==> src/rtl/fetch_pkg.sv <==
// Shared types and helpers for the fetch front end: RISC-V opcodes,
// fetch FSM states and immediate extraction for JAL / conditional branches.
package fetch_pkg;

  localparam logic [6:0] OPC_BRANCH = 7'b1100011;
  localparam logic [6:0] OPC_JAL    = 7'b1101111;
  localparam logic [6:0] OPC_JALR   = 7'b1100111;

  typedef enum logic [1:0] {
    REQ,
    WAIT,
    HOLD,
    DROP
  } fetch_state_t;

  // Arguments keep their instruction bit positions so the scrambles read like the ISA manual.
  function automatic logic [31:0] imm_j(input logic [31:12] ins);
    return {{12{ins[31]}}, ins[19:12], ins[20], ins[30:21], 1'b0};
  endfunction

  function automatic logic [31:0] imm_b(input logic [31:25] hi, input logic [11:7] lo);
    return {{20{hi[31]}}, lo[7], hi[30:25], lo[11:8], 1'b0};
  endfunction

endpackage

==> src/rtl/fetch_predecoder.sv <==
// Combinational predecode of one fetch block: per-slot next PC, the last slot
// that belongs to this fetch, and the PC of the following fetch.
// Backward conditional branches count as taken only with STATIC_BRANCH_PREDICT_EN.
module fetch_predecoder
  import fetch_pkg::*;
#(
  parameter int BW_PROCESSOR_BLOCK = 64,
  parameter int BW_PROCESSOR_DATA  = 32,
  parameter int BW_ADDRESS         = 32,
  parameter int NUM_GLOBAL_HISTORY = 4
) (
  input  logic [BW_PROCESSOR_BLOCK-1:0]   i_block,
  input  logic [BW_ADDRESS-1:0]           i_pc,
  input  logic [NUM_GLOBAL_HISTORY-1:0]   i_ghr,
  output logic [$clog2(BW_PROCESSOR_BLOCK/BW_PROCESSOR_DATA)+((BW_PROCESSOR_BLOCK/BW_PROCESSOR_DATA)<=1)-1:0] o_upperbound,
  output logic [BW_PROCESSOR_BLOCK-1:0]   o_pc_next_flatten,
  output logic [BW_ADDRESS-1:0]           o_fetch_next,
  output logic [NUM_GLOBAL_HISTORY-1:0]   o_ghr
);

  localparam int NUM_FIFO_INPUT_ENTRY = BW_PROCESSOR_BLOCK / BW_PROCESSOR_DATA;
  localparam int BW_PC_MOD = $clog2(NUM_FIFO_INPUT_ENTRY) + (NUM_FIFO_INPUT_ENTRY <= 1);

  logic [BW_PC_MOD-1:0]         pc_mod;
  logic [BW_ADDRESS-1:0]        base;
  logic [BW_ADDRESS-1:0]        slot_pc   [NUM_FIFO_INPUT_ENTRY];
  logic [BW_ADDRESS-1:0]        slot_next [NUM_FIFO_INPUT_ENTRY];
  logic [BW_PROCESSOR_DATA-1:0] slot_ins  [NUM_FIFO_INPUT_ENTRY];
  logic [NUM_FIFO_INPUT_ENTRY-1:0] slot_taken;
  logic                         found;

  // The prediction travels with the history it was made under.
  assign o_ghr = i_ghr;

  assign pc_mod = i_pc[BW_PC_MOD+1:2];
  assign base   = {i_pc[BW_ADDRESS-1:BW_PC_MOD+2], {(BW_PC_MOD+2){1'b0}}};

  // NOTE: every variable written in an always_comb gets a default before any
  // conditional assignment, otherwise synthesis infers a latch.
  always_comb begin
    for (int i = 0; i < NUM_FIFO_INPUT_ENTRY; i++) begin
      slot_ins[i]   = i_block[i*BW_PROCESSOR_DATA +: BW_PROCESSOR_DATA];
      slot_pc[i]    = base + BW_ADDRESS'(4 * i);
      slot_next[i]  = slot_pc[i] + BW_ADDRESS'(4);
      slot_taken[i] = 1'b0;
      case (slot_ins[i][6:0])
        OPC_JAL: begin
          slot_next[i]  = slot_pc[i] + BW_ADDRESS'($signed(imm_j(slot_ins[i][31:12])));
          slot_taken[i] = 1'b1;
        end
        OPC_BRANCH: begin
`ifdef STATIC_BRANCH_PREDICT_EN
          if (slot_ins[i][31]) begin
            slot_next[i]  = slot_pc[i] +
                            BW_ADDRESS'($signed(imm_b(slot_ins[i][31:25], slot_ins[i][11:7])));
            slot_taken[i] = 1'b1;
          end
`endif
        end
        OPC_JALR: slot_next[i] = slot_pc[i] + BW_ADDRESS'(4);
        default:  slot_next[i] = slot_pc[i] + BW_ADDRESS'(4);
      endcase
    end
  end

  always_comb begin
    o_upperbound      = BW_PC_MOD'(NUM_FIFO_INPUT_ENTRY - 1);
    found             = 1'b0;
    o_pc_next_flatten = '0;
    for (int i = 0; i < NUM_FIFO_INPUT_ENTRY; i++) begin
      if (!found && BW_PC_MOD'(i) >= pc_mod && slot_taken[i]) begin
        o_upperbound = BW_PC_MOD'(i);
        found        = 1'b1;
      end
    end
    for (int i = 0; i < NUM_FIFO_INPUT_ENTRY; i++) begin
      if (BW_PC_MOD'(i) >= pc_mod && BW_PC_MOD'(i) <= o_upperbound)
        o_pc_next_flatten[i*BW_ADDRESS +: BW_ADDRESS] = slot_next[i];
    end
    o_fetch_next = slot_next[o_upperbound];
  end

  // Register fields and pc byte offset are not needed for prediction.
  logic unused_inputs;
  assign unused_inputs = ^{i_block, i_pc[1:0]};

endmodule

==> src/rtl/fetch_unit.sv <==
// Fetch PC owner and instruction-queue producer: REQ -> WAIT -> HOLD loop with
// flush redirect and stale-response DROP. Optional macro: STATIC_BRANCH_PREDICT_EN.
module fetch_unit
  import fetch_pkg::*;
#(
  parameter int BW_PROCESSOR_BLOCK = 64,
  parameter int BW_PROCESSOR_DATA  = 32,
  parameter int BW_ADDRESS         = 32,
  parameter int NUM_GLOBAL_HISTORY = 4,
  parameter logic [BW_ADDRESS-1:0] RESET_PC = '0,
  localparam int NUM_FIFO_INPUT_ENTRY = BW_PROCESSOR_BLOCK / BW_PROCESSOR_DATA,
  localparam int BW_PC_MOD = $clog2(NUM_FIFO_INPUT_ENTRY) + (NUM_FIFO_INPUT_ENTRY <= 1)
) (
  input  logic                          clk,
  input  logic                          rst,
  output logic                          o_imem_valid,
  input  logic                          o_imem_ready,
  output logic [BW_ADDRESS-1:0]         o_imem_addr,
  input  logic                          i_imem_valid,
  output logic                          i_imem_ready,
  input  logic [BW_PROCESSOR_BLOCK-1:0] i_imem_data,
  output logic                          o_iq_valid,
  input  logic                          o_iq_ready,
  output logic [BW_PROCESSOR_BLOCK-1:0] o_iq_instruction_flatten,
  output logic [BW_ADDRESS-1:0]         o_iq_pc,
  output logic [BW_PC_MOD-1:0]          o_iq_pc_upperbound,
  output logic [NUM_GLOBAL_HISTORY-1:0] o_iq_global_history,
  output logic [BW_PROCESSOR_BLOCK-1:0] o_iq_pc_next_flatten,
  input  logic                          i_branch_valid,
  input  logic                          i_branch_flush,
  input  logic [BW_ADDRESS-1:0]         i_branch_target,
  input  logic                          i_branch_is_cond,
  input  logic                          i_branch_taken,
  input  logic [NUM_GLOBAL_HISTORY-1:0] i_branch_global_history
);

  fetch_state_t                  state_q, state_d;
  logic [BW_ADDRESS-1:0]         pc_q, pc_d;
  logic [NUM_GLOBAL_HISTORY-1:0] ghr_q, ghr_d;
  logic [BW_PROCESSOR_BLOCK-1:0] block_q, block_d;
  logic [BW_ADDRESS-1:0]         iq_pc_q, iq_pc_d;
  logic [BW_PC_MOD-1:0]          ub_q, ub_d;
  logic [BW_PROCESSOR_BLOCK-1:0] pc_next_q, pc_next_d;
  logic [BW_ADDRESS-1:0]         fetch_next_q, fetch_next_d;
  logic [NUM_GLOBAL_HISTORY-1:0] iq_ghr_q, iq_ghr_d;

  logic [BW_PC_MOD-1:0]          pd_ub;
  logic [BW_PROCESSOR_BLOCK-1:0] pd_pc_next;
  logic [BW_ADDRESS-1:0]         pd_fetch_next;
  logic [NUM_GLOBAL_HISTORY-1:0] pd_ghr;
  logic                          flush;

  fetch_predecoder #(
    .BW_PROCESSOR_BLOCK (BW_PROCESSOR_BLOCK),
    .BW_PROCESSOR_DATA  (BW_PROCESSOR_DATA),
    .BW_ADDRESS         (BW_ADDRESS),
    .NUM_GLOBAL_HISTORY (NUM_GLOBAL_HISTORY)
  ) u_predecoder (
    .i_block           (i_imem_data),
    .i_pc              (pc_q),
    .i_ghr             (ghr_q),
    .o_upperbound      (pd_ub),
    .o_pc_next_flatten (pd_pc_next),
    .o_fetch_next      (pd_fetch_next),
    .o_ghr             (pd_ghr)
  );

  assign flush = i_branch_valid && i_branch_flush;

  always_comb begin
    state_d      = state_q;
    pc_d         = pc_q;
    ghr_d        = ghr_q;
    block_d      = block_q;
    iq_pc_d      = iq_pc_q;
    ub_d         = ub_q;
    pc_next_d    = pc_next_q;
    fetch_next_d = fetch_next_q;
    iq_ghr_d     = iq_ghr_q;

    if (i_branch_valid && i_branch_is_cond)
      ghr_d = {i_branch_global_history[NUM_GLOBAL_HISTORY-2:0], i_branch_taken};

    if (flush) begin
      pc_d = i_branch_target;
      // A request already accepted, or a response still owed, must be swallowed in DROP.
      case (state_q)
        REQ:     state_d = o_imem_ready ? DROP : REQ;
        WAIT:    state_d = i_imem_valid ? REQ : DROP;
        HOLD:    state_d = REQ;
        default: state_d = DROP;
      endcase
    end else begin
      case (state_q)
        REQ:  if (o_imem_ready) state_d = WAIT;
        WAIT: if (i_imem_valid) begin
          block_d      = i_imem_data;
          iq_pc_d      = pc_q;
          ub_d         = pd_ub;
          pc_next_d    = pd_pc_next;
          fetch_next_d = pd_fetch_next;
          iq_ghr_d     = pd_ghr;
          state_d      = HOLD;
        end
        HOLD: if (o_iq_ready) begin
          pc_d    = fetch_next_q;
          state_d = REQ;
        end
        default: if (i_imem_valid) state_d = REQ;
      endcase
    end
  end

  // NOTE: sequential state uses non-blocking assignments so every flop samples
  // the pre-edge values regardless of statement order.
  always_ff @(posedge clk or posedge rst) begin
    if (rst) begin
      state_q      <= REQ;
      pc_q         <= RESET_PC;
      ghr_q        <= '0;
      block_q      <= '0;
      iq_pc_q      <= '0;
      ub_q         <= '0;
      pc_next_q    <= '0;
      fetch_next_q <= '0;
      iq_ghr_q     <= '0;
    end else begin
      state_q      <= state_d;
      pc_q         <= pc_d;
      ghr_q        <= ghr_d;
      block_q      <= block_d;
      iq_pc_q      <= iq_pc_d;
      ub_q         <= ub_d;
      pc_next_q    <= pc_next_d;
      fetch_next_q <= fetch_next_d;
      iq_ghr_q     <= iq_ghr_d;
    end
  end

  // REQ is the reset state, so the request is masked while reset is held.
  assign o_imem_valid = !rst && (state_q == REQ);
  assign o_imem_addr  = o_imem_valid
                      ? {pc_q[BW_ADDRESS-1:BW_PC_MOD+2], {(BW_PC_MOD+2){1'b0}}} : '0;
  assign i_imem_ready = (state_q == WAIT) || (state_q == DROP);

  assign o_iq_valid               = (state_q == HOLD);
  assign o_iq_instruction_flatten = block_q;
  assign o_iq_pc                  = iq_pc_q;
  assign o_iq_pc_upperbound       = ub_q;
  assign o_iq_global_history      = iq_ghr_q;
  assign o_iq_pc_next_flatten     = pc_next_q;

endmodule

==> config.mk <==
export PLATFORM = sky130hd
export DESIGN_NAME = fetch_unit
export DESIGN_NICKNAME = d
export VERILOG_FILES = /design/src/rtl/fetch_pkg.sv /design/src/rtl/fetch_predecoder.sv /design/src/rtl/fetch_unit.sv
export SDC_FILE = /design/constraint.sdc
export NUM_CORES = 1
export LEC_CHECK = 0
export CAP_MARGIN = 20
export CELL_PAD_IN_SITES_DETAIL_PLACEMENT = 0
export CELL_PAD_IN_SITES_GLOBAL_PLACEMENT = 1
export CORE_UTILIZATION = 25
export DETAILED_ROUTE_END_ITERATION = 8
export GPL_ROUTABILITY_DRIVEN = 0
export GPL_TIMING_DRIVEN = 0
export PLACE_DENSITY = 0.7
export SYNTH_ARGS = -nofsm -noshare
export SYNTH_HDL_FRONTEND = slang
export SYNTH_SLANG_ARGS = --single-unit
==> constraint.sdc <==
create_clock -name clk -period 13.3 [get_ports clk]
set_input_delay 2.66 -clock clk [delete_from_list [all_inputs] [get_ports clk]]
set_output_delay 2.66 -clock clk [all_outputs]
set_load 0.05 [all_outputs]
==> results of run 1 <==
## flip-flops by register name (all words and copies together), names as in the netlist
name,flops
fetch_next_q,31
pc_q,32
o_iq_pc_next_flatten,62
o_iq_global_history,4
o_iq_instruction_flatten,64
state_q,2
o_iq_pc,32
ghr_q,4
o_iq_pc_upperbound,1
## where the power goes
group | leakage [nW] | switching [mW] | internal, mW | total (mW)
Clock | 0.481 | 0.326 | 0.502 | 0.827
Combinational | 4.85 | 1.98 | 1.06 | 3.03
Sequential | 2.89 | 0.271 | 1.03 | 1.30
Total | 8.22 | 2.57 | 2.58 | 5.16
## through the flow
stage,area (um^2),power (mW),instances,utilization
3_3_place_gp,16800,4.30,2442,0.332
2_1_floorplan,12900,3.29,1468,-
5_1_grt,17800,5.47,2497,0.353
6_report,17800,5.16,2497,0.353
3_5_place_dp,16800,4.33,2444,0.333
4_1_cts,17800,5.19,2496,0.353
## cells in the final DEF (no fill, tap or decap), types with 37 or more instances in the layout
master / netlist / layout
nand3_1: 37 / 37
ha_1: 57 / 57
nor2_1: 100 / 100
a21oi_1: 83 / 83
clkbuf_1: 65 / 72
mux2i_1: 37 / 37
clkdlybuf4s50_1: 0 / 302
a21o_1: 49 / 49
xnor2_1: 42 / 42
nand2_1: 398 / 398
o21ai_0: 59 / 59
dfrtp_1: 232 / 232
## layer usage
| layer | vias up | GRT usage | routed length (um) |
|---|---|---|---|
| met2 | 449 | 0.326 | 24700 |
| met1 | 5925 | 0.280 | 24800 |
| li1 | 5707 | - | - |
| met4 | 2 | 0.0688 | 1720 |
| met5 | - | 0 | 13 |
| met3 | 79 | 0.0400 | 3740 |
## layout make-up
class	instances	area [um^2]
flip-flops and latches	232	5810
multi-input cells	1128	6670
repair buffers	305	3080
fillers	5257	32700
clock inverters	10	130
clock buffers	42	857
plain buffers	83	340
inverters	25	101
well taps	672	841
## cell families after synthesis
logic type                 count (synthesis)
DFF                                      232
buffers and inverters                    108
and+or+nand+nor                          635
adders and majority gates                 59
AOI/OAI and AO/OA                        314
muxes                                     44
xor gates and xnor gates                  71
other                                      1
## worst min path at each step
stage                                                 to
floorplan             o_iq_global_history[0]$_DFFE_PP0P_
global placement      o_iq_global_history[2]$_DFFE_PP0P_
detailed placement    o_iq_global_history[2]$_DFFE_PP0P_
CTS                   o_iq_global_history[2]$_DFFE_PP0P_
global route        o_iq_pc_next_flatten[41]$_DFFE_PP0P_
finish                o_iq_global_history[2]$_DFFE_PP0P_
## worst reg2reg max path: stages, from the launching register on
cell and delay [ns]:
dfrtp_1 0.54, inv_1 0.14, fa_1 0.43, nor2b_1 0.22, o31a_1 0.25, o2111ai_1 0.24
a2111oi_0 0.65, nor3_1 0.25, o31ai_1 0.42, mux2_2 0.39, nor2_1 0.21, o211ai_1 0.13
## cell usage after synthesis (11+ instances only)
cell type / n
nor3_1: 11
inv_1: 25
a21o_1: 49
a211oi_1: 21
xor2_1: 29
a21oi_1: 83
nand2_1: 398
o21ai_0: 59
a221o_1: 14
mux2i_1: 37
xnor2_1: 42
clkbuf_1: 65
nand3_1: 37
and2_1: 35
a22oi_1: 12
ha_1: 57
dfrtp_1: 232
nor2_1: 100
==> run_results.csv, run 1 <==
group,metric,value,unit
outcome,status,"finished clean",
yosys,synth-edff-count,0,
critical_path,worstSetupStartpointType,"input pin",
detailed_routing,vias,12200,
critical_path,reg2reg_slack,9.27,ns
global_route,grt_pass1_vias,12100,
clock_tree,clk_latency,0.58,ns
die,die-area,52500,um^2
global_route,gr-total-overflow,0,
die,initial_core_util,0.255,
critical_path,worstReg2RegStart,"pc_q[3]$_DFFE_PP0P_",
finish,fin_nets,1973,
timing,period_needed,8.24,ns
hold_path,hold_path_class,"flip-flop to flip-flop",
yosys,netlist_area,12900,um^2
die,rows,82,
die,fp.coreArea,50500,um^2
yosys,synth_area_leader_cell,"dfrtp_1",
hold_path,holdPathStages,2,
critical_path,cp.depth,5,
clock_tree,postCtsHoldBufs,0,
critical_path,path_max_fanout,10,
yosys,netlist.area_leader.share,0.450,
yosys,synthTopCellsByArea,"dfrtp_1, nand2_1, ha_1, a21oi_1, nor2_1",
pwr,peakVddDrop,0.000114,V
critical_path,crit_buf_inv,3,
critical_path,crit_path_end_kind,"primary output",
clock_tree,clk_pin_slew_worst_paths,0.06,ns
yosys,ys_warn_count,0,
timing,slew_headroom,0.250,
critical_path,path_cells,"clkdlybuf4s50_1 > nor3_2 > clkbuf_1 > and2_1 > clkdlybuf4s50_1",
critical_path,crit_path_start,"rst",
detailed_routing,drc,0,
critical_path,path_class,"input pin to primary output",
clock_tree,cts_setup_buffers,0,
timing,whs,0.460,ns
yosys,avgSynthCellArea,8.80,um^2
global_route,grt_pass1_wl,80500,um
placed_design,place_ws,5.01,ns
global_route,grt_max_degree,120,
timing,worst_slew_pin_slew,1.12,ns
yosys,synth_mux_area_frac,0.0349,
timing,setup_viol,0,
yosys,synth-seq-cells,232,
pwr,p_leak,8.22,nW
critical_path,slowest_stage,"clkdlybuf4s50_1",
detailed_routing,drt-pass1-iter-count,5,
detailed_routing,viasPerCell,4.87,
yosys,synth_top_family_by_area,"simple AND/OR/NAND/NOR gates",
global_route,grt_util_all_layers,0.206,
critical_path,cp_data_arrival_time,5.58,ns
timing,worst_slack,5.06,ns
finish,drive_gt1_frac,0.0444,
yosys,yosysSeqAreaShare,0.450,
yosys,synth-xor-area-share,0.0482,
die,die_h,229,um
timing,final_max_slew_viol_count,0,
yosys,ys_types,66,
timing,rsz0062_at_grt,"false",
detailed_routing,wirelength,54900,um
placed_design,hpwlAfterDp,41500,um
critical_path,slowest_delay,0.83,ns
clock_tree,cts_sinks,232,
yosys,netlist_instances,1464,
flow_run,drv_cap,0,
clock_tree,cts_tree,"yes",
global_route,grt_antenna_before_repair,2,
clock_tree,cts_htree_levels,1,
timing,hold_viol,0,
yosys,synthAdderAreaFrac,0.0584,
critical_path,crit_path_end,"o_imem_addr[7]",
clock_tree,cts-buffers-inserted,30,
die,die_w,229,um
timing,fin_setup_tns,0,ns
finish,syn_to_final_growth,38.3,%
critical_path,r2r-end,"fetch_next_q[28]$_DFFE_PP0P_",
critical_path,cp_top_family,"buffers and inverters",
yosys,async_reset_ff_frac,1.00,
die,ioPinCount,309,
clock_tree,ctsLongestPathBuffers,3,
critical_path,reg2reg_depth,11,
detailed_routing,drt_iter0_markers,974,
finish,antenna_cells,0,
clock_tree,cts-root-buf,"clkbuf_16",
timing,period_share,0.620,
critical_path,required,10.64,ns
detailed_routing,drtAntennaViolNets,0,
clock_tree,cts_resized,0,
detailed_routing,wl_per_cell,22.0,um
yosys,ys.flop_type,"dfrtp_1",
placed_design,portBuffers,302,
critical_path,crit_top_cell,"clkdlybuf4s50_1",
timing,fmax,0.121,GHz
yosys,synthSimpleGateAreaFrac,0.209,
yosys,synth_compound_area_frac,0.165,
timing,finalClockSkew,0.0120,ns
pwr,powerDensity,289,nW/um^2
hold_path,hp-start,"ghr_q[2]$_DFFE_PP0P_",
Power figures use the tool's default switching activity.
==> run 2, diff against run 1 <==
- clock period: 13.3 -> 8.5 ns (I/O delays scaled with it)
==> results of run 2 <==
The final DEF is identical to that of run 1. Status: finished clean.
Among the figures that moved: setup slack after placement 5.01 ns -> 2.13 ns; setup slack after layout 5.06 ns -> 2.18 ns; register-to-register setup slack 9.27 ns -> 4.47 ns; total power 5.16 mW -> 8.07 mW; worst IR drop on VDD 0.000114 V -> 0.000178 V
==> run 3, diff against run 2 <==
- clock period: 8.5 -> 6.55 ns (I/O delays scaled with it)
==> run 3 against run 2 <==
Net effect: global-route usage up 0.16 points; power grew 29%; combinational power increased by 30%; critical path type unchanged.
==> run_results.csv, run 3 (synthesis gave the netlist of run 1 again) <==
group,metric,value,unit
flow_run,drv_cap,0,
critical_path,crit_buf_inv,3,
global_route,grt_max_degree,41,
critical_path,crit_path_end_kind,"primary output",
clock_tree,cts_setup_buffers,0,
detailed_routing,wl_per_cell,22.0,um
global_route,grt_pass1_vias,12000,
clock_tree,cts_htree_levels,1,
critical_path,reg2reg_slack,2.50,ns
finish,largest_reg_flops,64,
critical_path,cp_data_arrival_time,4.08,ns
finish,layout_commonest_cell,"nand2_1",
outcome,status,"finished clean",
detailed_routing,wirelength,55100,um
detailed_routing,drt_iter0_markers,959,
die,die_h,229,um
die,die_w,229,um
critical_path,worstReg2RegStart,"pc_q[3]$_DFFE_PP0P_",
hold_path,holdPathStages,2,
timing,rsz0062_at_grt,"false",
clock_tree,cts-buffers-inserted,29,
critical_path,path_max_fanout,10,
timing,hold_viol,0,
die,initial_core_util,0.255,
critical_path,slowest_stage,"clkdlybuf4s50_1",
critical_path,r2r-end,"fetch_next_q[28]$_DFFE_PP0P_",
critical_path,cp_top_family,"buffers and inverters",
pwr,powerDensity,583,nW/um^2
critical_path,required,5.24,ns
global_route,grt_antenna_before_repair,2,
critical_path,worstSetupStartpointType,"input pin",
finish,final_cell_mix,"nand2_1, clkdlybuf4s50_1, dfrtp_1",
detailed_routing,vias,12200,
timing,period_share,0.823,
clock_tree,cts-root-buf,"clkbuf_16",
global_route,grt_pass1_wl,81200,um
global_route,gr-total-overflow,0,
pwr,p_leak,8.24,nW
timing,setup_viol,0,
die,rows,82,
critical_path,slowest_delay,0.83,ns
finish,antenna_cells,0,
critical_path,reg2reg_depth,11,
pwr,peakVddDrop,0.000270,V
finish,drive_gt1_frac,0.0460,
timing,period_needed,5.39,ns
clock_tree,cts_sinks,232,
finish,syn_to_final_growth,38.5,%
hold_path,hold_path_class,"flip-flop to flip-flop",
critical_path,path_cells,"clkdlybuf4s50_1 > nor3_2 > clkbuf_1 > and2_1 > clkdlybuf4s50_1",
clock_tree,clk_latency,0.60,ns
detailed_routing,viasPerCell,4.89,
die,ioPinCount,309,
critical_path,crit_top_cell,"clkdlybuf4s50_1",
finish,fin_util,0.354,
detailed_routing,drtAntennaViolNets,0,
global_route,grt_util_all_layers,0.207,
pwr,power.total,10.4,mW
finish,multi_input_area,6670,um^2
clock_tree,cts_resized,0,
detailed_routing,drt-pass1-iter-count,6,
finish,regArea,5810,um^2
die,die-area,52500,um^2
timing,slew_headroom,0.254,
detailed_routing,drc,0,
hold_path,hold_end,"o_iq_global_history[3]$_DFFE_PP0P_",
finish,fin_nets,1977,
clock_tree,postCtsHoldBufs,0,
timing,finalClockSkew,0.0459,ns
placed_design,hpwlAfterDp,41900,um
timing,worst_slew_pin_slew,1.12,ns
die,fp.coreArea,50500,um^2
clock_tree,clk_pin_slew_worst_paths,0.06,ns
finish,nFillCells,5239,
critical_path,path_class,"input pin to primary output",
hold_path,hp-start,"ghr_q[3]$_DFFE_PP0P_",
timing,fmax,0.185,GHz
timing,fin_setup_tns,0,ns
timing,final_max_slew_viol_count,0,
placed_design,portBuffers,302,
clock_tree,ctsLongestPathBuffers,3,
clock_tree,cts_tree,"yes",
-- run 3: tightest hold or removal path: stages (launching register included) --
cell and delay [ns]:
dfrtp_1 0.34, nand2_1 0.05, nand2_1 0.04
-- run 3: worst max path at each step --
stage / startpoint / end / slack (ns) / depth (start not counted)
floorplan: rst / fetch_next_q[10]$_DFFE_PP0P_ / 2.20 / 1
global placement: rst / o_iq_instruction_flatten[41]$_DFFE_PP0P_ / 0.14 / 2
detailed placement: rst / o_imem_addr[7] / 1.07 / 5
CTS: rst / o_imem_addr[7] / 1.06 / 5
global route: rst / o_imem_addr[7] / 1.01 / 5
finish: rst / o_imem_addr[7] / 1.16 / 5
-- run 3: layout make-up --
type | instances | share of cell area
buffer | 83 | 0.0191
clock buffer | 41 | 0.0460
clock inverter | 9 | 0.00617
inverter | 25 | 0.00547
multi-input combinational | 1128 | 0.373
sequential | 232 | 0.325
tap | 672 | 0.0471
timing repair buffer | 310 | 0.178
-- run 3: routing by layer --
metal	vias to the layer above	track usage	part of all wire
met5	-	0	0
met4	0	0.0648	0.030
met3	75	0.0423	0.075
met2	482	0.325	0.44
met1	5967	0.285	0.45
li1	5710	-	-
-- run 3: power by group --
group / switching (mW) / total (mW) / internal, mW / leakage [nW]
Combinational: 4.01 / 6.16 / 2.15 / 4.89
Sequential: 0.558 / 2.64 / 2.08 / 2.89
Clock: 0.663 / 1.61 / 0.945 / 0.463
-- run 3: through the flow --
| step | area (um^2) | hold slack (ns) | std cells | worst slack [ns] |
|---|---|---|---|---|
| 6_report | 17900 | 0.463 | 2500 | 1.16 |
| 5_1_grt | 17900 | 0.489 | 2500 | 1.01 |
| 4_1_cts | 17900 | 0.461 | 2500 | 1.06 |
| 3_5_place_dp | 16900 | 0.446 | 2450 | 1.07 |
| 3_3_place_gp | 16800 | 0.444 | 2442 | 0.140 |
| 2_1_floorplan | 12900 | 0.433 | 1468 | 2.20 |
